`src/rtl/apb_arb_master.sv`:
```
// Round-robin arbitrated APB master: NREQ requesters share one APB slave port.
// Latency: request sampled at edge 0, SETUP cycle 1, ACCESS from cycle 2, rsp_valid the cycle after ACCESS ends.
// Backpressure: pready=0 extends ACCESS; the optional timeout aborts the transfer with rsp_err=1.
module apb_arb_master #(
  parameter int NREQ        = 2,
  parameter int TIMEOUT_CYC = 16
) (
  input  logic             pclk,
  input  logic             preset,
  input  logic [NREQ-1:0]  req_valid,
  input  logic [NREQ-1:0]  req_write,
  input  logic [NREQ*32-1:0] req_addr,
  input  logic [NREQ*32-1:0] req_wdata,
  output logic [NREQ-1:0]  req_ack,
  output logic [NREQ-1:0]  rsp_valid,
  output logic [31:0]      rsp_rdata,
  output logic             rsp_err,
  output logic             psel,
  output logic             penable,
  output logic             pwrite,
  output logic [31:0]      paddr,
  output logic [31:0]      pwdata,
  input  logic [31:0]      prdata,
  input  logic             pready,
  input  logic             pslverr
);

  localparam int GW = $clog2(NREQ);
  localparam int CW = (TIMEOUT_CYC > 0) ? $clog2(TIMEOUT_CYC + 1) : 1;

  typedef enum logic [1:0] {
    IDLE   = 2'd0,
    SETUP  = 2'd1,
    ACCESS = 2'd2
  } state_t;

  state_t          state, state_nxt;
  logic [GW-1:0]   last_grant, last_grant_nxt;
  logic [CW-1:0]   wait_cnt, wait_cnt_nxt;

  logic [NREQ-1:0] req_ack_nxt, rsp_valid_nxt;
  logic [31:0]     rsp_rdata_nxt, paddr_nxt, pwdata_nxt;
  logic            rsp_err_nxt, psel_nxt, penable_nxt, pwrite_nxt;

  logic            pick_found;
  logic [GW-1:0]   pick_idx;

  // Returns {found, index}: first valid requester searching upward from last+1.
  // Scanning from the farthest offset down leaves the nearest hit as the result.
  function automatic logic [GW:0] rr_pick(input logic [NREQ-1:0] v, input logic [GW-1:0] last);
    logic [GW:0] r;
    int          idx;
    r = '0;
    for (int k = NREQ; k >= 1; k--) begin
      idx = (int'(last) + k) % NREQ;
      if (v[idx]) r = {1'b1, GW'(idx)};
    end
    return r;
  endfunction

  // Round-robin selection among the current requests.
  always_comb begin
    {pick_found, pick_idx} = rr_pick(req_valid, last_grant);
  end

  // Next-state and next-output logic; every output is registered from these.
  always_comb begin
    state_nxt      = state;
    last_grant_nxt = last_grant;
    wait_cnt_nxt   = '0;
    req_ack_nxt    = '0;
    rsp_valid_nxt  = '0;
    rsp_rdata_nxt  = '0;
    rsp_err_nxt    = 1'b0;
    psel_nxt       = 1'b0;
    penable_nxt    = 1'b0;
    pwrite_nxt     = pwrite;
    paddr_nxt      = paddr;
    pwdata_nxt     = pwdata;

    case (state)
      IDLE: begin
        if (pick_found) begin
          state_nxt             = SETUP;
          last_grant_nxt        = pick_idx;
          req_ack_nxt[pick_idx] = 1'b1;
          psel_nxt              = 1'b1;
          pwrite_nxt            = req_write[pick_idx];
          paddr_nxt             = req_addr[int'(pick_idx)*32 +: 32];
          pwdata_nxt            = req_wdata[int'(pick_idx)*32 +: 32];
        end
      end
      SETUP: begin
        state_nxt   = ACCESS;
        psel_nxt    = 1'b1;
        penable_nxt = 1'b1;
      end
      ACCESS: begin
        if (pready) begin
          state_nxt                 = IDLE;
          rsp_valid_nxt[last_grant] = 1'b1;
          rsp_err_nxt               = pslverr;
          rsp_rdata_nxt             = pwrite ? 32'd0 : prdata;
        end else if (TIMEOUT_CYC > 0 && wait_cnt == CW'(TIMEOUT_CYC)) begin
          // Hung slave: release the bus and report an error with no data.
          state_nxt                 = IDLE;
          rsp_valid_nxt[last_grant] = 1'b1;
          rsp_err_nxt               = 1'b1;
        end else begin
          psel_nxt     = 1'b1;
          penable_nxt  = 1'b1;
          wait_cnt_nxt = (TIMEOUT_CYC > 0) ? wait_cnt + CW'(1) : '0;
        end
      end
      default: state_nxt = IDLE;
    endcase
  end

  // State and registered outputs; reset drops any transfer in flight.
  always_ff @(posedge pclk or negedge preset) begin
    if (!preset) begin
      state      <= IDLE;
      last_grant <= GW'(NREQ - 1);
      wait_cnt   <= '0;
      req_ack    <= '0;
      rsp_valid  <= '0;
      rsp_rdata  <= '0;
      rsp_err    <= 1'b0;
      psel       <= 1'b0;
      penable    <= 1'b0;
      pwrite     <= 1'b0;
      paddr      <= '0;
      pwdata     <= '0;
    end else begin
      state      <= state_nxt;
      last_grant <= last_grant_nxt;
      wait_cnt   <= wait_cnt_nxt;
      req_ack    <= req_ack_nxt;
      rsp_valid  <= rsp_valid_nxt;
      rsp_rdata  <= rsp_rdata_nxt;
      rsp_err    <= rsp_err_nxt;
      psel       <= psel_nxt;
      penable    <= penable_nxt;
      pwrite     <= pwrite_nxt;
      paddr      <= paddr_nxt;
      pwdata     <= pwdata_nxt;
    end
  end

endmodule

```
`config.mk`:
```
export PLATFORM = sky130hd
export DESIGN_NAME = apb_arb_master
export DESIGN_NICKNAME = d
export VERILOG_FILES = /design/src/rtl/apb_arb_master.sv
export SDC_FILE = /design/constraint.sdc
export NUM_CORES = 1
export LEC_CHECK = 0
export CORE_MARGIN = 2
export CORE_UTILIZATION = 38
export CTS_BUF_LIST = sky130_fd_sc_hd__clkbuf_16
export DETAILED_ROUTE_END_ITERATION = 6
export HOLD_SLACK_MARGIN = 0.1
export PLACE_DENSITY = 0.83
export SETUP_SLACK_MARGIN = 0.3
export SLEW_MARGIN = 5
export SYNTH_ARGS = -nofsm -noshare
export SYNTH_HDL_FRONTEND = slang
export SYNTH_SLANG_ARGS = --single-unit
```
`constraint.sdc`:
```
create_clock -name pclk -period 1.86 [get_ports pclk]
set_input_delay 0.186 -clock pclk [delete_from_list [all_inputs] [get_ports pclk]]
set_output_delay 0.186 -clock pclk [all_outputs]
set_load 0.05 [all_outputs]
```
==> out/metrics.yaml <==
status:
  status: "finished, final reports clean"
setup_path:
  r2r_end: "pwdata[11]"
  worstPathRequired_ns: 2.08
  rrSetupSlack_ns: 0.37
  rr_startpoint: "last_grant"
  worst_setup_path_start_kind: "register"
  crit_start: "last_grant"
  cp_data_arrival_time_ns: 1.71
  reg2regPathDepth: 4
  crit_type: "reg -> reg"
  crit_end: "pwdata[11]"
  path_max_fanout: 17
  setup.worst_path.end_class: "register"
grt:
  grt_pass1_vias: 4393
  grtUsageTotal: 0.218
  grt_max_degree: 51
  antenna_found_initial: 0
  grt_pass1_wl_um: 22200
  grt-ovfl-total: 0
route:
  drt_iter0_markers: 242
  avgViaCountPerCell: 5.12
  drc: 0
  vias: 4226
  finalWirelength_um: 14400
  wl_per_cell_um: 17.5
  drtAntennaViolNets: 0
  dr.pass1.iters: 4
logic_synthesis:
  synth.avg_cell_area_sq_um: 11.3
  ys_ff_latch: 112
  synth_top_area_cell: "dfrtp_1"
  synth.area.top_cells: "dfrtp_1 60%, a221o_1 8.5%, a21oi_1 5.9%"
  syn_nets: 583
  yosysWarningCount: 0
  synthCells: 407
  synth_cell_types: 33
  synth_top_area_share: 0.602
  synthesis.area_sq_mm: 0.00462
  ys_seq_area_frac: 0.607
worst_hold_path:
  hp-class: "in -> async"
clock_network:
  cts.sinks: 112
  cts_tree: "yes"
  clock-root-buffer: "clkbuf_16"
  clk_pin_slew_ns: 0.07
  htree_levels: 3
  numCtsBuffers: 9
  cts.path.max_buffers: 2
  insertion_delay_ns: 0.34
timing:
  setup_violations: 0
  worst_pin_slew_ns: 0.553
  setup_tns_ns: 0
  maxSlewHeadroom: 0.633
  fin_crit_sh: 0.803
  fmax_mhz: 670
  hold_viol: 0
  finalCriticalPeriod_ns: 1.49
  whs_ns: 0.277
  final_max_slew_viol_count: 0
  finalClockSkew_ns: 0.00575
  rsz0062_at_grt: "false"
run:
  maxCapViolations: 0
die:
  start_util: 0.388
  rows: 40
  coreArea_sq_mm: 0.0119
  boundaryPins: 272
  die_w_um: 114
  fp.dieH_um: 114
  die_area_sq_mm: 0.0130
layout:
  area_growth_pct: 68.1
  fin_cells: 826
  num_antenna_cells: 0
  layout_common_cells: "166 x clkdlybuf4s50_1, 111 x dfrtp_1, 103 x dlygate4sd2_1"
  drive_above_1_share: 0.0663
  final_common_cell: "clkdlybuf4s50_1"
  layout.nets: 851
  finish.utilization: 0.652
pwr:
  total_power_mw: 12.6
  ir_drop_uv: 814
  powerDensity_mw_per_mm2: 1620
  power_leakage_nw: 3.80
placement:
  gp_congestion: 0.837
  port_buffers: 271
  dp_hpwl_um: 10800
  placed_cells: 806
-- final cells by class --
cell class,count,area (sq um)
clock buffer,9,225
clock inverter,6,52.6
fill,897,4150
inverter,8,30.0
multi-input combinational,254,1670
sequential,112,2800
tap,147,184
timing repair buffer,290,2800
-- cells by family (layout without fill, tap and decap cells) --
| logic type | count (synthesis) | after routing | share of synthesized area |
|---|---|---|---|
| AO/OA/AOI/OAI | 102 | 102 | 0.159 |
| XOR/XNOR | 3 | 3 | 0.00569 |
| adder cells (fa/ha/maj) | 8 | 8 | 0.0217 |
| buffers and inverters | 41 | 313 | 0.0453 |
| flip-flops | 112 | 112 | 0.607 |
| multiplexers | 2 | 2 | 0.00488 |
| AND/OR/NAND/NOR | 139 | 139 | 0.157 |
-- metrics by stage --
| stage | worst slack, ns | instance area (sq um) |
|---|---|---|
| after floorplan | 0.281 | 4640 |
| after global placement | 0.140 | 7510 |
| after detailed placement | 0.0351 | 7510 |
| after CTS | 0.271 | 7710 |
| after global routing | 0.299 | 7760 |
| final | 0.367 | 7760 |
-- critical path, stage by stage (launching register included) --
cell and delay [ns]:
dfstp_2 0.61, a21boi_4 0.09, buf_4 0.21, and3_1 0.20, a221o_1 0.26
-- worst min-delay path by stage --
stage	to	startpoint	slack, ns
3_3_place_gp	rsp_rdata[1]	preset	0.09
5_1_grt	rsp_rdata[3]	preset	0.28
6_report	rsp_rdata[2]	preset	0.28
4_1_cts	rsp_rdata[2]	preset	0.28
2_1_floorplan	paddr[0]	preset	-0.11
3_5_place_dp	rsp_rdata[2]	preset	0.10
-- cell usage after synthesis --
cell type / count
a21boi_2: 1
a221o_1: 39
nand2b_1: 1
clkbuf_1: 17
o2bb2ai_1: 1
a31oi_1: 2
o21a_1: 1
nor4bb_1: 1
and3b_1: 1
and3_1: 39
dfrtp_1: 111
o21ai_2: 1
a21oi_1: 54
buf_2: 4
buf_6: 5
nand3_1: 2
a21boi_1: 1
nor2_2: 1
buf_4: 3
a21bo_2: 1
buf_1: 3
ha_1: 8
dfstp_2: 1
nand2_1: 26
mux2_2: 2
o21ai_0: 1
xnor2_1: 1
clkbuf_2: 1
nor2_1: 34
and2_1: 33
inv_1: 8
or2_0: 1
xor2_1: 2
-- registers in the layout, indices dropped and copies added, names as in the netlist --
| name | flops |
|---|---|
| paddr | 32 |
| last_grant | 1 |
| rsp_err | 1 |
| pwrite | 1 |
| rsp_rdata | 32 |
| rsp_valid | 2 |
| state | 2 |
| psel | 1 |
| wait_cnt | 5 |
| req_ack | 2 |
| pwdata | 32 |
| penable | 1 |
-- per-layer routing --
layer,global-route usage,wire length (um),up-vias
met5,0,0,-
met4,0.0724,371,0
met3,0.0731,1210,30
met2,0.387,7500,224
met1,0.246,5370,2014
li1,-,-,1958
-- report_power, final --
| part | switching (mW) | internal, mW |
|---|---|---|
| Sequential | 0.470 | 3.30 |
| Combinational | 4.71 | 2.27 |
| Clock | 0.820 | 1.02 |
| Total | 6.00 | 6.59 |
-- what timing repair did --
| action | in CTS | in global routing |
|---|---|---|
| hold buffers | 1 | 0 |
| resized for setup | 109 | 6 |
| endpoints found under the setup margin | 209 | 60 |
| setup buffers | 2 | 2 |
| hold endpoints to repair | 69 | 0 |
| pin swaps | 1 | 1 |
(Power assumes the default switching activity.)
